<file path="src/rtl/ac3_pkg.sv">
// AC3 shared definitions: drain FSM state encoding and accumulator width helpers.
// Latency: n/a (types and constant functions only).
// Backpressure: n/a. Also used by the AC3 controller.
package ac3_pkg;

  typedef enum logic [2:0] {
    IDLE  = 3'd0,
    CAPT  = 3'd1,
    QUANT = 3'd2,
    SEND  = 3'd3,
    CLEAR = 3'd4
  } state_t;

  // Accumulator width: tree growth + activation bits + weight bits + operand count growth.
  function automatic int acc_w(input int m, input int pa, input int pw, input int mno);
    return $clog2(m) + pa + pw + $clog2(mno);
  endfunction

  // Width of a shift amount able to address every accumulator bit.
  function automatic int sh_w(input int aw);
    return $clog2(aw);
  endfunction

endpackage

</file>
<file path="src/rtl/ac3_drain_if.sv">
// Activation output stream of the AC3 drain: one signed word per beat plus its register index.
// Latency: n/a (wiring only).
// Backpressure: valid/ready; the master holds every field stable while valid is high and ready is low.
// Ports: out_act/out_idx/out_last/out_valid driven by master, out_ready driven by slave.
interface ac3_drain_if #(
  parameter int PA = 8
);
  logic signed [PA-1:0] out_act;
  logic [1:0]           out_idx;
  logic                 out_last;
  logic                 out_valid;
  logic                 out_ready;

  modport master (output out_act, output out_idx, output out_last, output out_valid,
                  input  out_ready);
  modport slave  (input  out_act, input  out_idx, input  out_last, input  out_valid,
                  output out_ready);
endinterface

</file>
<file path="src/rtl/ac3_quant.sv">
// Quantizes one accumulator value: round-half-up, arithmetic right shift, saturate, optional ReLU.
// Latency: combinational.
// Backpressure: none.
// Ports: x (AW signed), shift_amt (clamped to AW-1 internally), relu_en, y (PA signed).
module ac3_quant #(
  parameter int AW = 25,
  parameter int SW = 5,
  parameter int PA = 8
) (
  input  logic signed [AW-1:0] x,
  input  logic [SW-1:0]        shift_amt,
  input  logic                 relu_en,
  output logic signed [PA-1:0] y
);
  localparam logic signed [AW:0] MAX_V = (AW+1)'((1 << (PA-1)) - 1);
  localparam logic signed [AW:0] MIN_V = -MAX_V - (AW+1)'(1);

  logic [SW-1:0]      s;
  logic signed [AW:0] bias;
  logic signed [AW:0] r;
  logic signed [AW:0] q;

  always_comb begin
    // Shifts beyond the accumulator's top bit would discard the sign, so clamp them.
    s    = (32'(shift_amt) > AW-1) ? SW'(AW-1) : shift_amt;
    bias = (s != '0) ? ((AW+1)'(1) << (s - SW'(1))) : '0;
    // One extra bit of headroom so adding the rounding bias never wraps.
    r    = {x[AW-1], x} + bias;
    q    = r >>> s;
    y    = q[PA-1:0];
    if (relu_en && q[AW]) begin
      y = '0;
    end else if (q > MAX_V) begin
      y = MAX_V[PA-1:0];
    end else if (q < MIN_V) begin
      y = MIN_V[PA-1:0];
    end
  end

endmodule

</file>
<file path="src/rtl/ac3_drain.sv">
// Snapshots the four AC3 accumulators, quantizes them and streams four activations, then pulses ac3_clr.
// Latency: start edge k -> CAPT, QUANT, then out_valid from the third edge; clear one cycle after last beat.
// Backpressure: valid/ready; words hold stable while stalled, start is ignored while busy.
// Ports: clk, rst (sync, active high), start/shift_amt/relu_en/in_ac3_0..3 in, out_if stream, ac3_clr, busy.
module ac3_drain
  import ac3_pkg::*;
#(
  parameter int  M   = 16,
  parameter int  Pa  = 8,
  parameter int  Pw  = 4,
  parameter int  MNO = 288,
  localparam int AW  = acc_w(M, Pa, Pw, MNO),
  localparam int SW  = sh_w(AW)
) (
  input  logic                 clk,
  input  logic                 rst,
  input  logic                 start,
  input  logic [SW-1:0]        shift_amt,
  input  logic                 relu_en,
  input  logic signed [AW-1:0] in_ac3_0,
  input  logic signed [AW-1:0] in_ac3_1,
  input  logic signed [AW-1:0] in_ac3_2,
  input  logic signed [AW-1:0] in_ac3_3,
  ac3_drain_if.master          out_if,
  output logic                 ac3_clr,
  output logic                 busy
);
  state_t               state;
  state_t               state_nxt;
  logic signed [AW-1:0] snap [4];
  logic [SW-1:0]        shift_r;
  logic                 relu_r;
  logic signed [Pa-1:0] qv [4];
  logic signed [Pa-1:0] q [4];
  logic [1:0]           idx;
  logic signed [Pa-1:0] act;
  logic                 last;
  logic                 xfer;

  assign xfer = (state == SEND) && out_if.out_ready;

  // State register.
  always_ff @(posedge clk) begin
    if (rst) begin
      state <= IDLE;
    end else begin
      state <= state_nxt;
    end
  end

  // Next-state logic.
  always_comb begin
    state_nxt = state;
    unique case (state)
      IDLE:    if (start) state_nxt = CAPT;
      CAPT:    state_nxt = QUANT;
      QUANT:   state_nxt = SEND;
      SEND:    if (xfer && idx == 2'd3) state_nxt = CLEAR;
      CLEAR:   state_nxt = IDLE;
      default: state_nxt = IDLE;
    endcase
  end

  // Outputs decoded from the state register only, so nothing reaches them from inputs.
  always_comb begin
    busy             = (state != IDLE);
    ac3_clr          = (state == CLEAR);
    out_if.out_valid = (state == SEND);
  end

  assign out_if.out_act  = act;
  assign out_if.out_idx  = idx;
  assign out_if.out_last = last;

  for (genvar i = 0; i < 4; i++) begin : g_quant
    ac3_quant #(.AW(AW), .SW(SW), .PA(Pa)) u_quant (
      .x         (snap[i]),
      .shift_amt (shift_r),
      .relu_en   (relu_r),
      .y         (qv[i])
    );
  end

  // Snapshot, quantized results and the output word registers.
  always_ff @(posedge clk) begin
    if (rst) begin
      for (int i = 0; i < 4; i++) begin
        snap[i] <= '0;
        q[i]    <= '0;
      end
      shift_r <= '0;
      relu_r  <= 1'b0;
      idx     <= '0;
      act     <= '0;
      last    <= 1'b0;
    end else begin
      unique case (state)
        IDLE: begin
          if (start) begin
            snap[0] <= in_ac3_0;
            snap[1] <= in_ac3_1;
            snap[2] <= in_ac3_2;
            snap[3] <= in_ac3_3;
            shift_r <= shift_amt;
            relu_r  <= relu_en;
          end
        end
        CAPT: begin
          for (int i = 0; i < 4; i++) q[i] <= qv[i];
        end
        QUANT: begin
          idx  <= 2'd0;
          act  <= q[0];
          last <= 1'b0;
        end
        SEND: begin
          // Advance only on an accepted word; the final beat leaves the registers as they are.
          if (xfer && idx != 2'd3) begin
            idx  <= idx + 2'd1;
            act  <= q[idx + 2'd1];
            last <= (idx == 2'd2);
          end
        end
        default: ;
      endcase
    end
  end

endmodule
</file>
<file path="src/flat_wrapper.sv">
// flat-port wrapper written by rule: the top's interface ports become plain ports
module ac3_drain_flat import ac3_pkg::*;
#(
  parameter int  M   = 16,
  parameter int  Pa  = 8,
  parameter int  Pw  = 4,
  parameter int  MNO = 288,
  localparam int AW  = acc_w(M, Pa, Pw, MNO),
  localparam int SW  = sh_w(AW)
)
  (clk, rst, start, shift_amt, relu_en, in_ac3_0, in_ac3_1, in_ac3_2, in_ac3_3, ac3_clr, busy, out_if_out_act, out_if_out_idx, out_if_out_last, out_if_out_valid, out_if_out_ready);
  ac3_drain_if out_if_i ();
  input  logic clk;
  input  logic rst;
  input  logic start;
  input  logic [SW-1:0] shift_amt;
  input  logic relu_en;
  input  logic signed [AW-1:0] in_ac3_0;
  input  logic signed [AW-1:0] in_ac3_1;
  input  logic signed [AW-1:0] in_ac3_2;
  input  logic signed [AW-1:0] in_ac3_3;
  output logic ac3_clr;
  output logic busy;
  output wire logic [$bits(out_if_i.out_act)-1:0] out_if_out_act;
  output wire logic [$bits(out_if_i.out_idx)-1:0] out_if_out_idx;
  output wire logic [$bits(out_if_i.out_last)-1:0] out_if_out_last;
  output wire logic [$bits(out_if_i.out_valid)-1:0] out_if_out_valid;
  input wire logic [$bits(out_if_i.out_ready)-1:0] out_if_out_ready;
  assign out_if_out_act = out_if_i.out_act;
  assign out_if_out_idx = out_if_i.out_idx;
  assign out_if_out_last = out_if_i.out_last;
  assign out_if_out_valid = out_if_i.out_valid;
  assign out_if_i.out_ready = out_if_out_ready;
  ac3_drain #(.M(M), .Pa(Pa), .Pw(Pw), .MNO(MNO)) u_core (.clk(clk), .rst(rst), .start(start), .shift_amt(shift_amt), .relu_en(relu_en), .in_ac3_0(in_ac3_0), .in_ac3_1(in_ac3_1), .in_ac3_2(in_ac3_2), .in_ac3_3(in_ac3_3), .out_if(out_if_i), .ac3_clr(ac3_clr), .busy(busy));
endmodule
</file>
<file path="config.mk">
export PLATFORM = sky130hd
export DESIGN_NAME = ac3_drain_flat
export DESIGN_NICKNAME = d
export VERILOG_FILES = /design/src/rtl/ac3_pkg.sv /design/src/rtl/ac3_drain_if.sv /design/src/rtl/ac3_quant.sv /design/src/rtl/ac3_drain.sv /design/src/flat_wrapper.sv
export SDC_FILE = /design/constraint.sdc
export NUM_CORES = 1
export LEC_CHECK = 0
export ABC_AREA = 0
export BUFFER_PORTS_ARGS = -buffer_cell sky130_fd_sc_hd__buf_4
export CORE_MARGIN = 2
export CORE_UTILIZATION = 30
export CTS_BUF_LIST = sky130_fd_sc_hd__clkbuf_16
export CTS_CLUSTER_SIZE = 12
export DETAILED_ROUTE_END_ITERATION = 10
export PLACE_DENSITY = 0.44
export SETUP_SLACK_MARGIN = 0.15
export SYNTH_ARGS = -nofsm -noshare
export SYNTH_HDL_FRONTEND = slang
export SYNTH_SLANG_ARGS = --single-unit
export TNS_END_PERCENT = 100
</file>
<file path="constraint.sdc">
create_clock -name clk -period 21 [get_ports clk]
set_input_delay 4.2 -clock clk [delete_from_list [all_inputs] [get_ports clk]]
set_output_delay 4.2 -clock clk [all_outputs]
set_load 0.03 [all_outputs]
</file>
==> flow_summary.yaml <==
status:
  status: "complete, no violations"
floorplan:
  dieArea_um2: 72600
  fp-row-count: 97
  initial_core_util_pct: 30.2
  die_w_um: 269
  fp.coreArea_um2: 69900
  die_y_um: 269
  ioPinCount: 124
synthesis:
  synth_compound_area_share_pct: 33.8
  syn_inst: 2781
  synth-seq-cells: 152
  ys_warn_count: 0
  synthMuxAreaShare_pct: 6.48
  synth_commonest_cells: "268 x nand2_1, 261 x nor2_1, 201 x a21oi_1"
  synth-adder-area-share_pct: 4.67
  syn_avg_cell_area_um2: 7.60
  synth-edff-count: 132
  yosys.area_share.simple_pct: 24.4
  synth_area_leaders: "edfxtp_1 19%, a21oi_1 4.8%, nand2_1 4.8%, nor2_1 4.6%, mux2i_1 4.0%"
  synthFlopType: "edfxtp_1"
  yosys.area.top_type_share_pct: 18.8
  yosysMostFrequentCell: "nand2_1"
  synth_xor_area_share_pct: 4.60
  netlist_area_um2: 21100
  async_flop_share_pct: 0
  synth_top_cell_by_area: "edfxtp_1"
  synth_top_family_by_area: "compound AO/OA/AOI/OAI gates"
  yosysSeqAreaShare_pct: 20.7
  yosys.cell_types.count: 119
drt:
  wl_per_cell_um: 29.8
  route.detailed.drc: 0
  wl_um: 111000
  first_iter_violations: 2574
  ant_nets: 0
  via_count: 23573
  drtPass1Iterations: 6
  avgViaCountPerCell: 6.34
power:
  power_uw: 1350
  p_leak_uw: 0.00906
  peakVddDrop_v: 0.0000681
  powerDensity_nw_per_um2: 57.3
timing:
  slew_viol_final: 0
  fmax_mhz: 133
  grt_setup_unrepaired: "false"
  tns_ps: 0
  final-hold-violation-count: 0
  period_share_pct: 35.9
  period_minus_slack_ps: 7540
  relSlewSlack_pct: 18.9
  fin_hold_ws_ps: 482
  skew_ps: 18.6
  setup_viol: 0
  tightest_slew_ps: 1210
placement:
  place.gp.congestion: 1.04
  dp.final_hpwl_um: 84600
  place_inst: 3688
  port_buffers: 123
setup_path:
  critPathRequiredTime_ps: 21240
  cp-startpoint: "u_core.shift_r[1]$_SDFFE_PP0P_"
  ff2ff_path_depth: 20
  crit_path_end: "u_core.q[0][5]$_SDFFCE_PP0P_"
  crit_path_end_kind: "flip-flop"
  start_kind: "flip-flop"
  path_class: "reg -> reg"
  cp_data_arrival_time_ps: 7780
  cp_max_fo: 32
  reg2reg_slack_ps: 13460
  r2r-start: "u_core.shift_r[1]$_SDFFE_PP0P_"
  r2r-end: "u_core.q[0][5]$_SDFFCE_PP0P_"
final_layout:
  drive_gt1_share_pct: 13.7
  nets: 2943
  synthToLayoutAreaGrowth_pct: 11.4
  final_core_util_pct: 33.7
  final_cells: 3720
  fillers: 7509
  diodes: 0
clock_tree:
  htree_levels: 4
  numCtsBuffers: 17
  cts-root-buf: "clkbuf_16"
  post_cts_resized: 0
  worst_skew_pair.late_latency_ps: 500
  clockBufferDepth: 2
  cts_hold_buf: 0
  tritoncts: "yes"
  numClockSinks: 152
  postCtsSetupBuffers: 0
  clk_pin_slew_worst_paths_ps: 90
grt:
  grt_pass1_vias: 22619
  grt_pass1_wl_um: 159000
  grt-ovfl-total: 0
  grt_max_degree: 103
  antenna_found_initial: 2
  track_usage_pct: 29.5
run:
  drv_cap: 0
min_path:
  min_path_type: "reg -> reg"
[worst min path at each step]
stage	from	to	slack, ps	cells after the start
4_1_cts	u_core.out_if.out_last$_SDFFE_PP0P_	u_core.out_if.out_last$_SDFFE_PP0P_	490	2
3_3_place_gp	u_core.out_if.out_last$_SDFFE_PP0P_	u_core.out_if.out_last$_SDFFE_PP0P_	470	2
6_report	u_core.out_if.out_last$_SDFFE_PP0P_	u_core.out_if.out_last$_SDFFE_PP0P_	480	2
3_5_place_dp	u_core.out_if.out_last$_SDFFE_PP0P_	u_core.out_if.out_last$_SDFFE_PP0P_	480	2
5_1_grt	u_core.out_if.out_last$_SDFFE_PP0P_	u_core.out_if.out_last$_SDFFE_PP0P_	510	2
2_1_floorplan	u_core.relu_r$_SDFFE_PP0P_	u_core.relu_r$_SDFFE_PP0P_	460	1
[routing by layer]
metal	track usage, %	share of wire [%]	wire, um	up-vias
met5	0	0.012	13	-
met4	17.5	6.3	6990	2
met3	5.34	7.3	8120	256
met2	46.8	45	49800	1212
met1	37.5	41	46000	11502
li1	-	-	-	10601
[power breakdown]
part / switching (uW) / internal (uW)
sequential: 40.0 / 361
combinational: 412 / 201
clock: 173 / 161
[registers in the layout, summed over array words and instances (netlist names)]
register	cells
u_core.out_if.out_last	1
u_core.q	32
u_core.out_if.out_idx	2
u_core.shift_r	5
u_core.relu_r	1
u_core.state	3
u_core.out_if.out_act	8
u_core.snap	100
[per-stage QoR]
stage	setup WS, ps	cell area [um2]
after floorplan	13770	21100
after global placement	13730	22900
after detailed placement	13730	22900
after CTS	13680	23500
after global routing	13260	23500
final	13460	23500
[cell families after synthesis]
family,after synthesis
DFF,152
adders and majority gates,79
other,1
AOI/OAI and AO/OA,1008
xor gates and xnor gates,110
and+or+nand+nor,1037
muxes,122
buffers and inverters,272
[area by class of cell]
type | count | area, um2 | share of cell area, %
clock buffers | 17 | 425 | 1.81
clock inverters | 15 | 174 | 0.739
repair buffers | 194 | 1460 | 6.19
flip-flops and latches | 152 | 4370 | 18.6
well taps | 940 | 1180 | 5.00
multi-input cells | 2360 | 15800 | 67.0
inverters | 42 | 160 | 0.681
[cell usage in the layout (no fill, tap or decap), drive strengths merged, types with 35 or more instances in the layout]
cell type,synthesis,layout
and3,35,35
a31oi,54,54
o31ai,37,37
o211ai,63,63
ha,62,62
a21oi,205,205
o21ai,178,178
nor2,264,264
buf,73,194
xnor2,82,82
nand3,82,82
nand2,269,269
a21o,45,45
mux2i,86,86
nor3,68,68
a211oi,66,66
inv,39,49
edfxtp,132,132
o21a,37,37
nand4,37,37
and2,133,133
[critical path, cell delays in order (launching register included)]
cell and delay [ps]:
dfxtp_1 320, buf_4 450, inv_1 110, buf_4 250, nand2_1 560, nor2_1 270
ha_1 290, fa_1 430, nand2_1 100, a41oi_1 210, o221ai_1 720, o21ai_0 320
a31oi_1 290, xnor2_1 130, a211oi_1 770, mux2i_1 320, a21oi_1 340, nand4_1 140
o41ai_1 420, a41oi_1 410, o31a_1 420
Note: power is estimated with default switching activity, not from simulation.
